## config.mk

```make
export PLATFORM = sky130hd
export DESIGN_NAME = counter_cba_down_flat
export DESIGN_NICKNAME = d
export VERILOG_FILES = /design/src/rtl/counter_cba_down_if.sv /design/src/rtl/counter_cba_down.sv /design/src/flat_wrapper.sv
export SDC_FILE = /design/constraint.sdc
export NUM_CORES = 1
export LEC_CHECK = 0
export ABC_AREA = 1
export ABC_CLOCK_PERIOD_IN_PS = 1030
export CORE_UTILIZATION = 41
export DETAILED_ROUTE_END_ITERATION = 10
export PLACE_DENSITY = 0.68
export SYNTH_ARGS = -nofsm -noshare
export SYNTH_HDL_FRONTEND = slang
export SYNTH_SLANG_ARGS = --single-unit
```

## constraint.sdc

```tcl
create_clock -name clk -period 1.03 [get_ports clk]
set_input_delay 0.206 -clock clk [delete_from_list [all_inputs] [get_ports clk]]
set_output_delay 0.206 -clock clk [all_outputs]
set_load 0.02 [all_outputs]
```

## src/rtl/counter_cba_down_if.sv

```systemverilog
// counter_cba_down_if: groups the counter's request inputs and its status outputs.
// No latency and no storage; it only carries signals.
// No backpressure: start is a request pulse, hold freezes the active counting phase.
//
// Signals:
//   start, hold         request pulse / freeze, driven by the controller (master)
//   a, b, c             per-phase counter values, driven by the counter (slave)
//   phase, busy, done   state code and status flags, driven by the counter
interface counter_cba_down_if #(
    parameter int WIDTH = 3
);
    logic             start;
    logic             hold;
    logic [WIDTH-1:0] a;
    logic [WIDTH-1:0] b;
    logic [WIDTH-1:0] c;
    logic [2:0]       phase;
    logic             busy;
    logic             done;

    modport master (
        output start, hold,
        input  a, b, c, phase, busy, done
    );

    modport slave (
        input  start, hold,
        output a, b, c, phase, busy, done
    );
endinterface

```

## src/rtl/counter_cba_down.sv

```systemverilog
// counter_cba_down: loads a/b/c start values and counts them to zero in order c, b, a.
// Latency: loads visible one edge after start; done arrives C_INIT+B_INIT+A_INIT+4 edges later.
// Backpressure: hold freezes the active counting phase; start outside IDLE depends on macro.
//
// Ports:
//   clk     clock, all state updates on posedge
//   reset   synchronous, active-high
//   bus     counter_cba_down_if.slave (start, hold in; a, b, c, phase, busy, done out)
//
// Optional feature macro: COUNTER_CBA_RESTART_EN
//   defined   - start in C, B, A or DONE reloads all counters and re-enters C (overrides hold)
//   undefined - start is accepted only in IDLE
module counter_cba_down #(
    parameter int WIDTH  = 3,
    parameter int A_INIT = 5,
    parameter int B_INIT = 6,
    parameter int C_INIT = 7
) (
    input  logic                clk,
    input  logic                reset,
    counter_cba_down_if.slave   bus
);

    localparam logic [2:0] ST_IDLE = 3'd0;
    localparam logic [2:0] ST_C    = 3'd1;
    localparam logic [2:0] ST_B    = 3'd2;
    localparam logic [2:0] ST_A    = 3'd3;
    localparam logic [2:0] ST_DONE = 3'd4;

    localparam logic [WIDTH-1:0] A_LD = WIDTH'(A_INIT);
    localparam logic [WIDTH-1:0] B_LD = WIDTH'(B_INIT);
    localparam logic [WIDTH-1:0] C_LD = WIDTH'(C_INIT);
    localparam logic [WIDTH-1:0] ONE  = WIDTH'(1);

    // Start values must fit in the counter width.
    if (A_INIT < 0 || A_INIT >= 2**WIDTH) begin : g_bad_a_init
        $error("counter_cba_down: A_INIT does not fit in WIDTH bits");
    end
    if (B_INIT < 0 || B_INIT >= 2**WIDTH) begin : g_bad_b_init
        $error("counter_cba_down: B_INIT does not fit in WIDTH bits");
    end
    if (C_INIT < 0 || C_INIT >= 2**WIDTH) begin : g_bad_c_init
        $error("counter_cba_down: C_INIT does not fit in WIDTH bits");
    end

    logic [2:0]       state;
    logic [WIDTH-1:0] a_q;
    logic [WIDTH-1:0] b_q;
    logic [WIDTH-1:0] c_q;
    logic             load;

`ifdef COUNTER_CBA_RESTART_EN
    // Any start reloads, even mid-sequence; the aborted run never reaches DONE.
    assign load = bus.start;
`else
    // A running sequence always completes; start only counts in IDLE.
    assign load = bus.start && (state == ST_IDLE);
`endif

    always_ff @(posedge clk) begin
        if (reset) begin
            state <= ST_IDLE;
            a_q   <= '0;
            b_q   <= '0;
            c_q   <= '0;
        end else if (load) begin
            // Load takes priority over hold so a held phase can still be restarted.
            state <= ST_C;
            a_q   <= A_LD;
            b_q   <= B_LD;
            c_q   <= C_LD;
        end else begin
            case (state)
                ST_IDLE: begin
                    state <= ST_IDLE;
                end
                // Zero is tested before decrementing, so each phase spends one
                // extra cycle at zero and the counters never wrap.
                ST_C: begin
                    if (!bus.hold) begin
                        if (c_q == '0) state <= ST_B;
                        else           c_q   <= c_q - ONE;
                    end
                end
                ST_B: begin
                    if (!bus.hold) begin
                        if (b_q == '0) state <= ST_A;
                        else           b_q   <= b_q - ONE;
                    end
                end
                ST_A: begin
                    if (!bus.hold) begin
                        if (a_q == '0) state <= ST_DONE;
                        else           a_q   <= a_q - ONE;
                    end
                end
                ST_DONE: begin
                    state <= ST_IDLE;
                end
                default: begin
                    state <= ST_IDLE;
                end
            endcase
        end
    end

    // Outputs decode registered state only; no input reaches an output combinationally.
    assign bus.a     = a_q;
    assign bus.b     = b_q;
    assign bus.c     = c_q;
    assign bus.phase = state;
    assign bus.busy  = (state == ST_C) || (state == ST_B) || (state == ST_A);
    assign bus.done  = (state == ST_DONE);

endmodule

```

## src/flat_wrapper.sv

```systemverilog
// flat-port wrapper written by rule: the top's interface ports become plain ports
module counter_cba_down_flat 
#(
    parameter int WIDTH  = 3,
    parameter int A_INIT = 5,
    parameter int B_INIT = 6,
    parameter int C_INIT = 7
)
  (clk, reset, bus_start, bus_hold, bus_a, bus_b, bus_c, bus_phase, bus_busy, bus_done);
  counter_cba_down_if #(.WIDTH(WIDTH)) bus_i ();
  input  logic clk;
  input  logic reset;
  input wire logic [$bits(bus_i.start)-1:0] bus_start;
  input wire logic [$bits(bus_i.hold)-1:0] bus_hold;
  output wire logic [$bits(bus_i.a)-1:0] bus_a;
  output wire logic [$bits(bus_i.b)-1:0] bus_b;
  output wire logic [$bits(bus_i.c)-1:0] bus_c;
  output wire logic [$bits(bus_i.phase)-1:0] bus_phase;
  output wire logic [$bits(bus_i.busy)-1:0] bus_busy;
  output wire logic [$bits(bus_i.done)-1:0] bus_done;
  assign bus_i.start = bus_start;
  assign bus_i.hold = bus_hold;
  assign bus_a = bus_i.a;
  assign bus_b = bus_i.b;
  assign bus_c = bus_i.c;
  assign bus_phase = bus_i.phase;
  assign bus_busy = bus_i.busy;
  assign bus_done = bus_i.done;
  counter_cba_down #(.WIDTH(WIDTH), .A_INIT(A_INIT), .B_INIT(B_INIT), .C_INIT(C_INIT)) u_core (.clk(clk), .reset(reset), .bus(bus_i));
endmodule
```

==> results.json <==
{
  "yosysTopAreaCellShare_pct": 35.6,
  "synth-seq-cells": 12,
  "syn-cell-area_um2": 676,
  "die_x_um": 42.6,
  "status": "finished, violations left",
  "syn-num-nets": 114,
  "grt_max_degree": 8,
  "cts_max_level": 1,
  "period_minus_slack_ns": 1.27,
  "reg2regPathDepth": 8,
  "seq_area_frac_synth_pct": 35.6,
  "ir_worst_vdd_mv": 1.31,
  "syn_inst": 106,
  "timing.rr.end": "u_core.bus.b[2]",
  "hold_buffers": 0,
  "min_from": "u_core.bus.b[2]",
  "r2r_slack_ns": -0.24,
  "cp_slowest_stage_delay_ns": 0.36,
  "routedWlPerCell_um": 11.6,
  "die-area_mm2": 0.00181,
  "first_iter_violations": 19,
  "dieHeight_um": 42.6,
  "routed_wl_mm": 1.87,
  "io_buffers": 17,
  "whs_ns": 0.492,
  "violations": "negative setup slack",
  "synth_cell_types": 14,
  "final_nets": 154,
  "drv_slew": 0,
  "overflow": 0,
  "worst_slack_ns": -0.243,
  "min_to": "u_core.bus.b[2]",
  "antenna_found_initial": 0,
  "layout_common_cells": "buf_4 (19), inv_1 (15), nand2_1 (15), nor2_1 (8), buf_6 (8)",
  "setup_viol": 16,
  "crit_type": "reg -> reg",
  "power_leakage_nw": 0.602,
  "power_w": 0.00292,
  "min_period_over_period_pct": 124,
  "crit_chain": "buf_6 -> inv_6 -> nand2_4 -> nor2_4 -> buf_4 -> nand4_1 -> nand2_1 -> a21oi_1",
  "dpl.hpwl_mm": 1.35,
  "grt_pass1_wl_mm": 3.02,
  "viasPerCell": 4.92,
  "drive_gt1_share_pct": 54.5,
  "yosys_warnings": 0,
  "numCtsBuffers": 3,
  "area_growth_pct": 79.6,
  "first_pass_iters": 4,
  "antennaDiodeCount": 0,
  "relSlewSlack_pct": 84.0,
  "required_ns": 1.20,
  "critPathCaptureType": "flip-flop",
  "grt_pass1_vias": 732,
  "syn_area_per_cell_um2": 6.37,
  "critPathMaxFanout": 4,
  "yosysTopAreaCell": "dfxtp_1",
  "clk_pin_slew_worst_paths_ns": 0.08,
  "clockBufferDepth": 2,
  "clock_sinks": 12,
  "grt.total_usage_pct": 22.3,
  "layout_commonest_cell": "buf_4",
  "fin_cells": 161,
  "worstSetupStartpointType": "flip-flop",
  "fmax_ghz": 0.785,
  "worstMarginPinSlew_ns": 0.238,
  "clock-root-buffer": "clkbuf_4",
  "vias": 792,
  "gp_congestion": 0.774,
  "slowest_stage": "dfxtp_4",
  "coreArea_mm2": 0.00152,
  "skew_ns": 0.00524,
  "yosys-top-cells-area": "dfxtp_1 (36%), nand2_1 (14%), inv_1 (12%)",
  "clkLatencyLatePin_ns": 0.28,
  "cap_violations": 0,
  "initial_core_util_pct": 44.3,
  "drc_errors": 0,
  "ios": 18,
  "rsz0062_at_grt": "true",
  "worstHoldPathType": "reg -> reg",
  "postRouteAntennaNets": 0,
  "final_hold_viol_count": 0,
  "placementRows": 14,
  "power_density_mw_per_mm2": 2410,
  "cts_tree": "built",
  "hold_depth": 2,
  "cp.arrival_ns": 1.44,
  "placed_cells": 154,
  "reg2reg_from": "u_core.bus.phase[0]"
}
==> how the worst max path moves through the flow <==
stage                                      to                start  slack (ns)
final                         u_core.bus.b[2]  u_core.bus.phase[0]       -0.24
after global routing          u_core.bus.b[1]  u_core.bus.phase[0]       -0.29
after CTS                            bus_done  u_core.bus.phase[0]       -0.22
after detailed placement             bus_done  u_core.bus.phase[1]       -0.37
after global placement               bus_done  u_core.bus.phase[1]       -0.36
after floorplan           u_core.bus.phase[1]  u_core.bus.phase[1]       -0.11
==> cells by family after synthesis <==
group	after synthesis	synth area share, %
compound gates	15	11.1
flops	12	35.6
fa+ha+maj	4	7.41
xor+xnor	1	1.30
simple gates	51	31.9
buf+inv	23	12.8
==> cell type report <==
type	instances	area, um2
Multi-Input combinational cell	71	507
Fill cell	102	310
Timing Repair Buffer	35	288
Sequential cell	12	272
Inverter	23	101
Clock buffer	3	22.5
Tap cell	16	20.0
Clock inverter	1	3.75
==> stage by stage <==
stage | setup TNS [ns] | instance area [um2] | worst slack [ns] | util, %
floorplan | -0.392 | 782 | -0.112 | -
global placement | -5.24 | 1080 | -0.359 | 71.2
detailed placement | -5.55 | 1080 | -0.375 | 71.2
CTS | -2.64 | 1140 | -0.225 | 74.8
global route | -3.82 | 1210 | -0.291 | 79.6
finish | -3.00 | 1210 | -0.243 | 79.6
==> cells in the mapped netlist, drive strengths merged <==
library cell,count
nor2,16
a21oi,8
nand4,3
nor3,1
dfxtp,12
nand2,25
ha,4
o21ai,7
nand3,6
xor2,1
inv,23
==> routing by layer <==
metal | part of all wire, % | wire length, um | global-route usage (%) | up-vias
met5 | 0 | 0 | 0 | -
met3 | 3.9 | 72 | 3.88 | 8
met2 | 50 | 941 | 40.0 | 22
met1 | 43 | 811 | 25.4 | 354
met4 | 2.2 | 41 | 10.0 | 0
li1 | - | - | - | 408
==> state kept, by name, indices dropped and copies added (netlist names) <==
signal / flops
u_core.bus.a: 3
u_core.bus.b: 3
u_core.bus.c: 3
u_core.bus.phase: 3
==> power breakdown <==
group	internal [W]	switching, W	total (W)	leakage, nW
combinational	0.000859	0.00105	0.00190	0.482
clock	0.000141	0.000165	0.000306	0.0154
sequential	0.000608	0.000106	0.000714	0.105
==> worst max-delay path, delay by kind of cell (launching register included) <==
| kind | cells | cell delay (ns) |
|---|---|---|
| buffers and inverters | 3 | 0.32 |
| AO/OA/AOI/OAI | 1 | 0.06 |
| AND/OR/NAND/NOR | 4 | 0.41 |
| flip-flops | 1 | 0.36 |
==> timing repair <==
action	4_1_cts	5_1_grt
resized for setup	87	17
hold endpoints to repair	0	0
pin swaps	12	15
setup endpoints to repair	26	20
buffers inserted	0	3
No activity file was read; power rests on OpenSTA's default activity.
